--- config.mk ---
export PLATFORM = sky130hd
export DESIGN_NAME = ahbl_burst_tracker
export DESIGN_NICKNAME = d
export VERILOG_FILES = /design/src/rtl/ahbl_pkg.sv /design/src/rtl/ahbl_burst_tracker.sv
export SDC_FILE = /design/constraint.sdc
export NUM_CORES = 1
export LEC_CHECK = 0
export ABC_CLOCK_PERIOD_IN_PS = 3800
export CAP_MARGIN = 10
export CORE_UTILIZATION = 55
export CTS_CLUSTER_DIAMETER = 50
export DETAILED_ROUTE_END_ITERATION = 16
export DONT_BUFFER_PORTS = 1
export MAX_ROUTING_LAYER = met4
export PLACE_DENSITY_LB_ADDON = 0.3
export SETUP_SLACK_MARGIN = 0.1
export SYNTH_ARGS = -nofsm -noshare
export SYNTH_HDL_FRONTEND = slang
export SYNTH_SLANG_ARGS = --single-unit
--- constraint.sdc ---
create_clock -name clk -period 3.8 [get_ports clk]
set_input_delay 0.57 -clock clk [delete_from_list [all_inputs] [get_ports clk]]
set_output_delay 0.57 -clock clk [all_outputs]
set_load 0.01 [all_outputs]
--- src/rtl/ahbl_pkg.sv ---
// AHB-Lite encodings, violation codes and burst helpers shared by the master checker.
package ahbl_pkg;

  localparam logic [1:0] HTRANS_IDLE   = 2'd0;
  localparam logic [1:0] HTRANS_BUSY   = 2'd1;
  localparam logic [1:0] HTRANS_NONSEQ = 2'd2;
  localparam logic [1:0] HTRANS_SEQ    = 2'd3;

  localparam logic [2:0] HBURST_SINGLE = 3'd0;
  localparam logic [2:0] HBURST_INCR   = 3'd1;
  localparam logic [2:0] HBURST_WRAP4  = 3'd2;
  localparam logic [2:0] HBURST_INCR4  = 3'd3;
  localparam logic [2:0] HBURST_WRAP8  = 3'd4;
  localparam logic [2:0] HBURST_INCR8  = 3'd5;
  localparam logic [2:0] HBURST_WRAP16 = 3'd6;
  localparam logic [2:0] HBURST_INCR16 = 3'd7;

  localparam logic [3:0] VIOL_NONE         = 4'd0;
  localparam logic [3:0] VIOL_APH_UNSTABLE = 4'd1;
  localparam logic [3:0] VIOL_TRANS_CHANGE = 4'd2;
  localparam logic [3:0] VIOL_SEQ_NO_BURST = 4'd3;
  localparam logic [3:0] VIOL_SEQ_ADDR     = 4'd4;
  localparam logic [3:0] VIOL_MISALIGNED   = 4'd5;
  localparam logic [3:0] VIOL_SIZE_ILLEGAL = 4'd6;
  localparam logic [3:0] VIOL_WDATA_UNSTBL = 4'd7;
  localparam logic [3:0] VIOL_BURST_1K     = 4'd8;
  localparam logic [3:0] VIOL_BUSY_SINGLE  = 4'd9;

  // Address-phase control held stable while the slave stalls
  typedef struct packed {
    logic       hwrite;
    logic [2:0] hsize;
    logic [2:0] hburst;
    logic [3:0] hprot;
    logic       hmastlock;
    logic       hexcl;
  } ahbl_ctrl_t;

  // Beats remaining after the NONSEQ of a burst (unbounded INCR reports 0)
  function automatic logic [3:0] burst_len_m1(input logic [2:0] hburst);
    case (hburst)
      HBURST_WRAP4,  HBURST_INCR4:  return 4'd3;
      HBURST_WRAP8,  HBURST_INCR8:  return 4'd7;
      HBURST_WRAP16, HBURST_INCR16: return 4'd15;
      default:                      return 4'd0;
    endcase
  endfunction

  function automatic logic burst_is_fixed(input logic [2:0] hburst);
    return hburst != HBURST_INCR;
  endfunction

  function automatic logic burst_is_wrap(input logic [2:0] hburst);
    return !hburst[0] && (hburst != HBURST_SINGLE);
  endfunction

  // log2 of the beat count of a wrapping burst
  function automatic logic [2:0] burst_wrap_shift(input logic [2:0] hburst);
    case (hburst)
      HBURST_WRAP4:  return 3'd2;
      HBURST_WRAP8:  return 3'd3;
      HBURST_WRAP16: return 3'd4;
      default:       return 3'd0;
    endcase
  endfunction

endpackage

--- src/rtl/ahbl_burst_tracker.sv ---
// Burst context for the master checker: expected next address, beat count, 1 KiB crossing.
module ahbl_burst_tracker
  import ahbl_pkg::*;
#(
  parameter int unsigned W_ADDR = 32
) (
  input  logic              clk,
  input  logic              rst_n,
  input  logic              hready,
  input  logic [1:0]        htrans,
  input  logic [W_ADDR-1:0] haddr,
  input  logic [2:0]        hsize,
  input  logic [2:0]        hburst,
  output logic [W_ADDR-1:0] exp_addr,
  output logic              ctx_open,
  output logic [2:0]        ctx_size,
  output logic [2:0]        ctx_burst,
  output logic              last_beat_c,
  output logic              cross_1k_c
);

  logic              open_d;
  logic [2:0]        size_d;
  logic [2:0]        burst_d;
  logic [3:0]        rem_q;
  logic [3:0]        rem_d;
  logic [W_ADDR-1:0] exp_d;

  function automatic logic [W_ADDR-1:0] next_addr(input logic [W_ADDR-1:0] a,
                                                  input logic [2:0]        sz,
                                                  input logic [2:0]        bt);
    logic [W_ADDR-1:0] step;
    logic [W_ADDR-1:0] inc;
    logic [W_ADDR-1:0] mask;
    step = W_ADDR'(1) << sz;
    inc  = a + step;
    mask = (step << burst_wrap_shift(bt)) - W_ADDR'(1);
    if (burst_is_wrap(bt)) return (a & ~mask) | (inc & mask);
    return inc;
  endfunction

  // A fixed burst whose final beat has been accepted accepts no more SEQs
  assign last_beat_c = ctx_open && burst_is_fixed(ctx_burst) && (rem_q == 4'd0);
  // Next incrementing beat would start on a 1 KiB boundary
  assign cross_1k_c  = ctx_open && !last_beat_c && ctx_burst[0] && (exp_addr[9:0] == 10'd0);

  // Context update on accepted address phases
  always_comb begin
    open_d  = ctx_open;
    size_d  = ctx_size;
    burst_d = ctx_burst;
    rem_d   = rem_q;
    exp_d   = exp_addr;
    if (hready) begin
      case (htrans)
        HTRANS_NONSEQ: begin
          open_d  = 1'b1;
          size_d  = hsize;
          burst_d = hburst;
          rem_d   = burst_len_m1(hburst);
          exp_d   = next_addr(haddr, hsize, hburst);
        end
        HTRANS_SEQ: begin
          if (ctx_open && !last_beat_c) begin
            exp_d = next_addr(haddr, ctx_size, ctx_burst);
            if (burst_is_fixed(ctx_burst)) rem_d = rem_q - 4'd1;
          end
        end
        HTRANS_IDLE: open_d = 1'b0;
        default: ;
      endcase
    end
  end

  // Context registers
  always_ff @(posedge clk or negedge rst_n) begin
    if (!rst_n) begin
      ctx_open  <= 1'b0;
      ctx_size  <= 3'd0;
      ctx_burst <= HBURST_SINGLE;
      rem_q     <= 4'd0;
      exp_addr  <= '0;
    end else begin
      ctx_open  <= open_d;
      ctx_size  <= size_d;
      ctx_burst <= burst_d;
      rem_q     <= rem_d;
      exp_addr  <= exp_d;
    end
  end

endmodule

Word-level counts from Yosys, hierarchy flattened
Index checks and enable logic that the tools add are counted.
{"block": "classes", "n_reduce_logical": 24, "bitwise_logic": 8, "shift": 4, "add_sub_neg": 5, "n_mux": 25, "eq_ne": 14}
{"operator": "2-to-1 mux 32 bit", "count": 5}
{"operator": "bitwise AND 32 bit", "count": 4}
{"operator": "adder 32 bit", "count": 2}
{"operator": "inverter 32 bit", "count": 2}
{"operator": "OR 32 bit", "count": 2}
{"operator": "one-hot mux 32 bit (2 select lines)", "count": 1}
{"operator": "<< shifter 1 x 3 -> 32 bit, first input constant", "count": 2}
{"operator": "<< shifter 32 x 3 -> 32 bit", "count": 2}
{"operator": "subtractor 32 x 1 -> 32 bit, second input constant", "count": 2}
{"operator": "equality test 3 bit, second input constant", "count": 6}
{"operator": "one-hot mux 3 bit (3 select lines)", "count": 2}
{"operator": "2-to-1 mux 3 bit", "count": 5}
{"operator": "one-hot mux 4 bit (3 select lines)", "count": 1}
{"operator": "zero test 10 bit", "count": 1}
{"operator": "equality test 3 x 2 -> 1 bit, second input constant", "count": 3}
{"operator": "2-to-1 mux 4 bit", "count": 2}
{"operator": "one-hot mux 4 bit (2 select lines)", "count": 1}
{"operator": "logical AND 1 bit", "count": 7}
{"operator": "2-to-1 mux 1 bit", "count": 7}
{"operator": "nonzero test 3 bit", "count": 2}
{"operator": "OR reduction 2 bit", "count": 3}
{"operator": "equality test 2 bit, second input constant", "count": 2}
{"operator": "zero test 4 bit", "count": 1}
{"operator": "!= test 2 bit, second input constant", "count": 2}
{"operator": "other kinds (9)", "count": 13}
{"block": "totals", "ff_bits": 43, "elab_cells": 85, "inputBits": 43, "out_inout_bits": 41}

Depth between registers and ports, before layout
Gate-level depths: netlist (run 1).
{"block": "depth", "word_depth": 17, "depth_mapped": 15, "mapped_depth_nobuf": 12}

Worst setup path before layout (run 1)
Ideal clock, no wire load.
{"block": "synth_timing", "path_kind": "register to register", "from": "reg ctx_size[1]", "to": "reg exp_addr[24]", "path_slack_ns": 0.185, "t_arrival_ns": 3.546, "path_buffers": 3, "t_required_ns": 3.731, "setup_time_ns": 0.069, "stages_incl_launch_ff": 15, "period_less_slack_ns": 3.615, "cell_sequence": "dfrtp_1 > buf_4 > clkbuf_1 > clkbuf_1 > nor3_1 > ha_1 > ha_1 > o21ai_0 > a211oi_1 > o221ai_2 > o21a_2 > o22a_4 > o31a_1 > or4_1 > nand3_1"}
{"block": "synth_via", "elab_chain_cells": 10, "elab_cells_between_ends": 12, "cone_classes": "add/sub: 2; shift: 2; mux: 4; bitwise: 4"}
{"item": "from (decl)", "line": "ahbl_burst_tracker.sv:16", "rtl": "output logic [2:0] ctx_size,"}
{"item": "from (signal assigned)", "line": "ahbl_burst_tracker.sv:85", "rtl": "ctx_size <= size_d;"}
{"item": "<< shifter 1 x 3 -> 32 bit (*)", "line": "ahbl_burst_tracker.sv:35", "rtl": "step = W_ADDR'(1) << sz;"}
{"item": "<< shifter 32 x 3 -> 32 bit", "line": "ahbl_burst_tracker.sv:37", "rtl": "mask = (step << burst_wrap_shift(bt)) - W_ADDR'(1);"}
{"item": "subtractor 32 x 1 -> 32 bit", "line": "ahbl_burst_tracker.sv:37"}
{"item": "inverter 32 bit", "line": "ahbl_burst_tracker.sv:38", "rtl": "if (burst_is_wrap(bt)) return (a & ~mask) | (inc & mask);"}
{"item": "bitwise AND 32 bit", "line": "ahbl_burst_tracker.sv:38"}
{"item": "OR 32 bit", "line": "ahbl_burst_tracker.sv:38"}
{"item": "2-to-1 mux 32 bit", "line": "ahbl_burst_tracker.sv:38"}
{"item": "2-to-1 mux 32 bit (*)", "line": "ahbl_burst_tracker.sv:39", "rtl": "return inc;"}
{"item": "2-to-1 mux 32 bit (*)", "line": "ahbl_burst_tracker.sv:64", "rtl": "if (ctx_open && !last_beat_c) begin"}
{"item": "one-hot mux 32 bit (2 select lines) (*)", "line": "ahbl_burst_tracker.sv:55", "rtl": "case (htrans)"}
{"item": "to (signal assigned)", "line": "ahbl_burst_tracker.sv:88", "rtl": "exp_addr <= exp_d;"}
{"item": "to (decl)", "line": "ahbl_burst_tracker.sv:14", "rtl": "output logic [W_ADDR-1:0] exp_addr,"}
Mark *: on every way between the ends. The rest lies on a longest branch, timed or not. The select of a mux whose other input is x is not followed.
A chain may end at the register's enable or synchronous reset.

Final worst setup path (run 1)
{"block": "layout_timing", "from": "reg ctx_size[0]", "to": "reg exp_addr[24]"}
Same word-level chain as after synthesis.

==> results of run 1 <==
repair_timing:
action	4_1_cts	5_1_grt
hold buffers	1	0
endpoints found under the setup margin	0	2
gates resized for setup	0	2
hold endpoints to repair	43	0
area by class of cell:
class | count | area (sq um) | share of cell area
timing repair buffer | 17 | 147.6 | 0.03176
sequential | 43 | 1076 | 0.2315
inverter | 19 | 71.32 | 0.01534
multi-input combinational | 498 | 3133 | 0.6740
clock buffer | 5 | 68.82 | 0.01480
tap | 102 | 127.6 | 0.02746
clock inverter | 3 | 23.77 | 0.005114
kinds of logic (layout without fill, tap and decap cells):
kind of cell	count (synthesis)	count (layout)	synth area share
simple gates	261	261	0.2989
flops	43	43	0.2404
compound gates	184	184	0.2818
fa+ha+maj	14	14	0.03914
xor+xnor	30	30	0.05871
other cells	1	2	0.0008379
mux	7	7	0.01649
buf+inv	62	44	0.06374
metrics by stage:
stage          setup WS, ps    util  instance area, sq um
2_1_floorplan         184.9       -                  4479
4_1_cts               345.7  0.5941                  4638
3_5_place_dp          358.4  0.5787                  4518
3_3_place_gp          514.7  0.5787                  4518
5_1_grt               159.2  0.5954                  4648
6_report              355.3  0.5954                  4648
layer usage:
| layer | global-route usage | vias to the layer above | share of wire |
|---|---|---|---|
| li1 | - | 2184 | - |
| met1 | 0.4298 | 2191 | 0.41 |
| met2 | 0.5423 | 241 | 0.47 |
| met3 | 0.08541 | 40 | 0.098 |
| met4 | 0.1094 | 0 | 0.024 |
| met5 | - | - | 0 |
worst paths after layout:
| check | slack (ps) | to | depth (start not counted) |
|---|---|---|---|
| setup / recovery | 360 | exp_addr[24] | 13 |
| hold / removal | 70 | ctx_size[1] | 1 |
| setup reg to reg | 360 | exp_addr[24] | 13 |
| hold reg to reg | 520 | rem_q[0] | 1 |
| max in group asynchronous | 3500 | exp_addr[0] | 1 |
| min in group clk | 390 | ctx_burst[1] | 1 |
cells in the mapped netlist (all sizes together), types with 4 or more instances:
| cell type | count | area [sq um] |
|---|---|---|
| nand2b | 10 | 62.56 |
| and3b | 6 | 52.55 |
| nand2 | 71 | 266.5 |
| nand3 | 37 | 185.2 |
| nor3 | 23 | 115.1 |
| and3 | 10 | 62.56 |
| a32oi | 6 | 71.32 |
| a21boi | 6 | 45.05 |
| nor3b | 5 | 42.54 |
| xor2 | 8 | 70.07 |
| or4 | 7 | 52.55 |
| nor2b | 10 | 62.56 |
| nand3b | 6 | 57.56 |
| clkbuf | 26 | 97.59 |
| nor2 | 48 | 180.2 |
| o32ai | 4 | 35.03 |
| nand4 | 7 | 43.79 |
| mux2i | 4 | 40.04 |
| nor4 | 4 | 25.02 |
| a31oi | 7 | 43.79 |
| o211ai | 12 | 90.09 |
| xnor2 | 22 | 192.7 |
| buf | 17 | 116.4 |
| o21ai | 55 | 275.3 |
| a21oi | 37 | 185.2 |
| inv | 19 | 71.32 |
| o31ai | 13 | 107.6 |
| or3 | 6 | 37.54 |
| ha | 14 | 175.2 |
| o22ai | 5 | 31.28 |
| dfrtp | 43 | 1076 |
critical path, cell delays in order, from the launching register on:
cell and delay [ps]:
dfrtp_1 430, buf_4 220, inv_1 100, nor3_2 210
xor2_1 170, ha_1 280, o21ai_0 110, a211oi_1 380
o221ai_2 130, o21a_2 160, o22a_4 250, o31a_1 370
or4_1 480, nand3_1 90
power groups by stage:
stage / clock, uW / combinational, uW / sequential [uW]
floorplan: 0 / 523 / 662
global placement: 0 / 647 / 679
detailed placement: 0 / 666 / 682
CTS: 330 / 680 / 674
global route: 346 / 771 / 686
finish: 326 / 696 / 675
sequential cells by signal, indices dropped and copies added (netlist names):
register,flops
exp_addr,32
rem_q,4
ctx_burst,3
ctx_size,3
ctx_open,1
==> qor.csv, run 1 <==
metric,value,unit
post-route-period-util,0.9065,
rsz0062_at_grt,false,
max_freq,0.2903,GHz
slew_viol_final,0,
combPwrFrac,0.410,
vias,4656,
crit_type,flop to flop,
clock-root-buffer,clkbuf_8,
grt_pass1_wl,22.43,mm
synth_area_per_cell,7.434,sq um
clk_path_buf_depth,2,
via_per_inst,6.777,
layout.nets,641,
cts_sinks,43,
finalCriticalPeriod,3445,ps
tightest_slew,946.0,ps
p_total,1698,uW
crit_fanout,14,
num_rows,32,
drt-initial-drc-count,395,
tns,0,ps
synth-async-reset-ratio,1.000,
n_fill_cell,729,
power_frac_seq,0.398,
overflow,0,
hold_viol,0,
wl_per_cell,20.20,um
antenna_found_initial,0,
port_buffers,0,
layout_common_cells,"nand2_1 (71), o21ai_0 (51), nor2_1 (48)",
r2r_start,ctx_size[0],
p_per_area,365.2,nW/um^2
drtPass1Iterations,6,
grtUsageTotal,0.3427,
pwr-share-clk,0.192,
setup_viol,0,
min-delay-path-class,primary input to async pin,
place.gp.congestion,0.9893,
io_pins,84,
die_w,92.21,um
dieHeight,92.21,um
ys_ff_latch,43,
clk_pin_slew_worst_paths,100,ps
antennaDiodeCount,0,
status,"finished, final reports clean",
relSlewSlack,0.3680,
dpl.cell_count,678,
crit_start,ctx_size[0],
whs,72.06,ps
drtAntennaViolNets,0,
irDropWorstVdd,0.2264,mV
cts_buffers,5,
maxCapViolCount,0,
cts_tree,built,
mostFrequentLayoutCell,nand2_1,
crit_arrival,3710,ps
cp-start-kind,flop,
start_util,0.5732,
cts_setup_buffers,0,
yosys_warnings,0,
power_switching,743.3,uW
yosysUniqueCellTypes,74,
drc,0,
drive_gt1_frac,0.07863,
cp.required,4070,ps
synth_edf_count,0,
core,7807,sq um
endpoint_kind,flop,
die_area,8502,sq um
p_sw_frac,0.4378,
clock_skew,14.63,ps
synth_area,4476,sq um
layout.cells.non_filler,687,
grt_start_max_net_pins,44,
ys.flop_type,dfrtp_1,
seq_area_frac_synth,0.2404,
synthesis.instances,602,
drt-total-wl,13.88,mm
htreeDepth,2,
p_leak,0.001802,uW
internal_power,954.5,uW
grt_pass1_vias,4449,
hpwl,10.35,mm
syn_to_final_growth,3.858,%
clk_latency,320,ps
Note: power is estimated with default switching activity, not from simulation.
==> run 2: changes to the inputs <==
- CAP_MARGIN: 10 -> 15
- CTS_BUF_LIST: default -> sky130_fd_sc_hd__clkbuf_16
==> run 2 against run 1 <==
  * Critical path depth did not move
  * Cell count did not move
  * Hold slack improved by 38 ps
  * Combinational power barely moved
  * Largest power group unchanged
  * Global-route usage fell by 0.11 points
  * Highest routed layer unchanged
  * Sequential power barely moved
  * Die area did not move
  * Cell area rose by 1.2%
  * Wire length rose by 0.45%
  * Non-clock buffer count did not move
  * First-iteration DRC count rose by 9.1%
  * Largest cell class unchanged
  * Critical path type unchanged
==> qor.csv, run 2 (synthesized netlist as in run 1, its figures left out) <==
metric,value,unit,change
status,"finished, final reports clean",,
start_util,0.5732,,unchanged
clk_pin_slew_worst_paths,70,ps,-30 ps
top_usage_layer,met2,,
crit_arrival,3670,ps,-40 ps
cts_sinks,43,,unchanged
cp-start-kind,flop,,
pwr-share-clk,0.249,,+0.057
maxCapViolCount,0,,unchanged
wl_per_cell,20.30,um,+0.45%
max_freq,0.2904,GHz,about the same
overflow,0,,unchanged
cts_buffers,5,,unchanged
layout.nets,641,,unchanged
layout_common_cells,"nand2_1 (71), o21ai_0 (51), nor2_1 (48)",,
rsz0062_at_grt,false,,
use_met1,0.4421,,+0.01240
die_w,92.21,um,unchanged
clk_path_buf_depth,2,,unchanged
min-delay-path-class,primary input to async pin,,
htreeDepth,2,,unchanged
num_rows,32,,unchanged
p_sw_frac,0.4153,,-0.02251
internal_power,1070,uW,+12%
largest_reg_flops,32,,unchanged
cts_setup_buffers,0,,unchanged
clock_skew,8.997,ps,-5.637 ps
core,7807,sq um,unchanged
p_leak,0.001828,uW,+1.4%
drt-initial-drc-count,431,,+9.1%
tightest_slew,948.9,ps,+2.923 ps
p_per_area,389.0,nW/um^2,+6.5%
power_frac_seq,0.369,,-0.029
grt_start_max_net_pins,44,,unchanged
endpoint_kind,flop,,
port_buffers,0,,unchanged
power_switching,759.9,uW,+2.2%
tns,0,ps,unchanged
setup_viol,0,,unchanged
antennaDiodeCount,0,,unchanged
antenna_found_initial,0,,unchanged
clock-root-buffer,clkbuf_16,,
setup_ws,356.5,ps,+1.180 ps
dieHeight,92.21,um,unchanged
globalRouteMet3Util,0.06219,,-0.02322
drt-total-wl,13.94,mm,+0.45%
hpwl,10.35,mm,unchanged
mostFrequentLayoutCell,nand2_1,,
crit_fanout,14,,unchanged
finalCriticalPeriod,3443,ps,-1.180 ps
drc,0,,unchanged
place_area,4518,sq um,unchanged
crit_type,flop to flop,,
cts_tree,built,,
io_pins,84,,unchanged
clk_latency,290,ps,-30 ps
vias,4682,,+0.56%
via_per_inst,6.815,,+0.56%
largest-register,exp_addr,,
whs,110.1,ps,+38.02 ps
multi_input_area,3133,sq um,unchanged
grt_pass1_wl,22.48,mm,+0.22%
die_area,8502,sq um,unchanged
n_fill_cell,720,,-1.2%
largestRegisters,"exp_addr (32), rem_q (4)",,
grtUsageTotal,0.3416,,-0.001087
stdcell_area,4705,sq um,+1.2%
relSlewSlack,0.3661,,-0.001952
ff_latch_area,1076,sq um,unchanged
drtPass1Iterations,7,,+1
place.gp.congestion,0.9893,,unchanged
slew_viol_final,0,,unchanged
drive_gt1_frac,0.07863,,unchanged
hold_viol,0,,unchanged
syn_to_final_growth,5.116,%,
use_met2,0.5491,,+0.006841
cp.required,4030,ps,-40 ps
post-route-period-util,0.9062,,about the same
dpl_worst_slack,358.4,ps,unchanged
grt_pass1_vias,4483,,+0.76%
combPwrFrac,0.382,,-0.028
irDropWorstVdd,0.2797,mV,+24%
drtAntennaViolNets,0,,unchanged
==> run 2: routing by layer <==
metal  part of all wire  vias up
li1                   -     2182
met1               0.41     2205
met2               0.46      252
met3              0.099       43
met4              0.025        0
met5                  0        -
==> run 2: power by group through the flow <==
stage	Combinational, uW	Clock (uW)	Sequential, uW
global route	771	473	686
floorplan	523	0	662
global placement	647	0	679
detailed placement	666	0	682
CTS	681	456	674
finish	699	456	676
==> run 2: stage by stage <==
| step | utilization | cells | power (uW) |
|---|---|---|---|
| after floorplan | - | 603 | 1185 |
| after global placement | 0.5787 | 678 | 1326 |
| after detailed placement | 0.5787 | 678 | 1347 |
| after CTS | 0.6013 | 687 | 1811 |
| after global routing | 0.6026 | 687 | 1930 |
| final | 0.6026 | 687 | 1830 |
==> run 2: repair_timing <==
item                                   CTS  global route
resized for setup                        0             2
endpoints found under the hold margin   43             0
hold buffers                             1             0
setup endpoints to repair                0             2
==> run 2: path summary, 6_finish.rpt <==
| kind | start | to | slack (ps) | cells past startpoint |
|---|---|---|---|---|
| setup / recovery | ctx_size[0] | exp_addr[24] | 360 | 13 |
| hold / removal | rst_n | ctx_size[1] | 110 | 1 |
| setup reg to reg | ctx_size[0] | exp_addr[24] | 360 | 13 |
| hold reg to reg | rem_q[0] | rem_q[0] | 520 | 1 |
| max in group asynchronous | rst_n | exp_addr[5] | 3460 | 1 |
| min in group clk | hburst[1] | ctx_burst[1] | 430 | 1 |
==> run 2: cell type report <==
class                      count  share of cell area
multi-input combinational    498              0.6660
sequential                    43              0.2287
clock buffer                   5             0.02660
timing repair buffer          17             0.03138
clock inverter                 3            0.005053
inverter                      19             0.01516
tap                          102             0.02713
==> run 2: critical path, stage by stage (launching register included) <==
cell,delay (ps)
dfrtp_1,420
buf_4,230
inv_1,100
nor3_2,210
xor2_1,170
ha_1,270
o21ai_0,110
a211oi_1,370
o221ai_2,130
o21a_2,160
o22a_4,250
o31a_1,370
or4_1,480
nand3_1,90
==> run 3: changes to the inputs <==
- CELL_PAD_IN_SITES_DETAIL_PLACEMENT: default -> 1
- CELL_PAD_IN_SITES_GLOBAL_PLACEMENT: default -> 1
- CORE_UTILIZATION: 55 -> 43
==> run 3 against run 2 <==
  * Critical path depth stayed put
  * Die area is 27% higher
  * Clock power is 5.0% lower
  * Maximum frequency shrank 0.69%
  * Register-to-register slack worse by 20 ps
==> qor.csv, run 3 (synthesized netlist as in run 1, its figures left out) <==
metric,value,unit,change
slew_viol_final,0,,unchanged
grtUsageTotal,0.3091,,-0.03250
drc,0,,unchanged
p_leak,0.001847,uW,+1.0%
combPwrFrac,0.396,,+0.014
wl_per_cell,22.43,um,+11%
crit_fanout,15,,+1
cp.required,4030,ps,about the same
io_pins,84,,unchanged
port_buffers,0,,unchanged
cts_setup_buffers,0,,unchanged
reg2reg_depth,13,,unchanged
ff_latch_area,1076,sq um,unchanged
relSlewSlack,0.5496,,+0.1835
clk_path_buf_depth,2,,unchanged
hpwl,12.17,mm,+18%
status,"finished, final reports clean",,
p_total,1849,uW,+1.1%
post-route-period-util,0.9125,,+0.006331
rsz0062_at_grt,false,,
p_per_area,388.7,nW/um^2,about the same
drtAntennaViolNets,0,,unchanged
clock-root-buffer,clkbuf_16,,
htreeDepth,2,,unchanged
drive_gt1_frac,0.08163,,+0.003000
irDropWorstVdd,0.2499,mV,-11%
cts_sinks,43,,unchanged
crit_type,flop to flop,,
overflow,0,,unchanged
via_per_inst,6.551,,-3.9%
power_switching,778.4,uW,+2.4%
drt-initial-drc-count,310,,-28%
cts_tree,built,,
grt_pass1_vias,4855,,+8.3%
tightest_slew,669.5,ps,-279.4 ps
mostFrequentLayoutCell,nand2_1,,
endpoint_kind,flop,,
n_fill_cell,1276,,+77%
drtPass1Iterations,5,,-2
num_rows,36,,+13%
antenna_found_initial,0,,unchanged
vias,4723,,+0.88%
cts_buffers,5,,unchanged
dieHeight,104.0,um,+13%
core,9910,sq um,+27%
layout.nets,644,,+0.47%
largest_reg_flops,32,,unchanged
setup_viol,0,,unchanged
dpl.cell_count,712,,+5.0%
start_util,0.4516,,-0.1216
largestRegisters,"exp_addr (32), rem_q (4)",,
cp-start-kind,flop,,
maxCapViolCount,0,,unchanged
pwr-share-clk,0.234,,-0.015
min-delay-path-class,primary input to async pin,,
max_freq,0.2884,GHz,-0.69%
layout.cells.non_filler,721,,+4.9%
crit_arrival,3700,ps,+30 ps
final_core_util,0.4802,,-0.1224
internal_power,1071,uW,about the same
syn_to_final_growth,6.318,%,
grt_pass1_wl,26.07,mm,+16%
clk_latency,290,ps,about the same
whs,117.2,ps,+7.130 ps
multi_input_area,3133,sq um,unchanged
drt-total-wl,16.17,mm,+16%
grt_start_max_net_pins,44,,unchanged
antennaDiodeCount,0,,unchanged
layout_common_cells,"nand2_1 (71), o21ai_0 (51), nor2_1 (48)",,
place.gp.congestion,0.9263,,-6.4%
p_sw_frac,0.4209,,+0.005598
clk_pin_slew_worst_paths,70,ps,about the same
finalCriticalPeriod,3468,ps,+24.06 ps
largest-register,exp_addr,,
clock_skew,5.330,ps,-3.667 ps
tns,0,ps,unchanged
die_w,104.0,um,+13%
die_area,10820,sq um,+27%
power_frac_seq,0.370,,about the same
hold_viol,0,,unchanged
-- run 3: layout make-up --
type / count / area share
Multi-Input combinational cell: 498 / 0.6584
Sequential cell: 43 / 0.2261
Timing Repair Buffer: 20 / 0.03576
Tap cell: 133 / 0.03497
Clock buffer: 5 / 0.02630
Inverter: 19 / 0.01499
Clock inverter: 3 / 0.003418
-- run 3: power by group through the flow --
stage | sequential (uW) | clock [uW] | combinational [uW]
after CTS | 684 | 431 | 720
after global routing | 695 | 450 | 808
final | 685 | 433 | 732
after detailed placement | 692 | 0 | 697
after floorplan | 662 | 0 | 523
after global placement | 687 | 0 | 672
-- run 3: metrics by stage --
stage / worst slack, ps / area [sq um]
floorplan: 184.9 / 4479
global placement: 472.9 / 4579
detailed placement: 270.9 / 4579
CTS: 240.9 / 4748
global route: 103.6 / 4758
finish: 332.5 / 4758
-- run 3: worst max-delay path: stages (launching register included) --
cell,delay (ps)
dfrtp_1,400
buf_4,220
inv_1,120
nor3_2,240
xor2_1,180
ha_1,290
o21ai_0,150
a211oi_2,310
o221ai_2,120
o21a_2,160
o22a_4,250
o31a_1,390
or4_1,490
nand3_1,90
-- run 3: repair_timing --
item                                    in CTS  in global routing
resized for setup                            0                  2
hold endpoints to repair                    43                  0
hold buffers                                 1                  0
endpoints found under the setup margin       0                  5
-- run 3: routing by layer --
metal | wire, um | GRT usage
met4 | 501 | 0.1000
met2 | 7633 | 0.4938
met3 | 1089 | 0.07143
met1 | 6948 | 0.3862
met5 | 0 | -
-- run 3: path summary, 6_finish.rpt --
path                       slack [ps]         from      endpoint
max in group asynchronous        3470        rst_n   ctx_size[2]
min in group clk                  430    hburst[0]  ctx_burst[0]
min                               120        rst_n  exp_addr[28]
min reg2reg                       520     rem_q[0]      rem_q[0]
max                               330  ctx_size[0]  exp_addr[24]
max reg2reg                       330  ctx_size[0]  exp_addr[24]
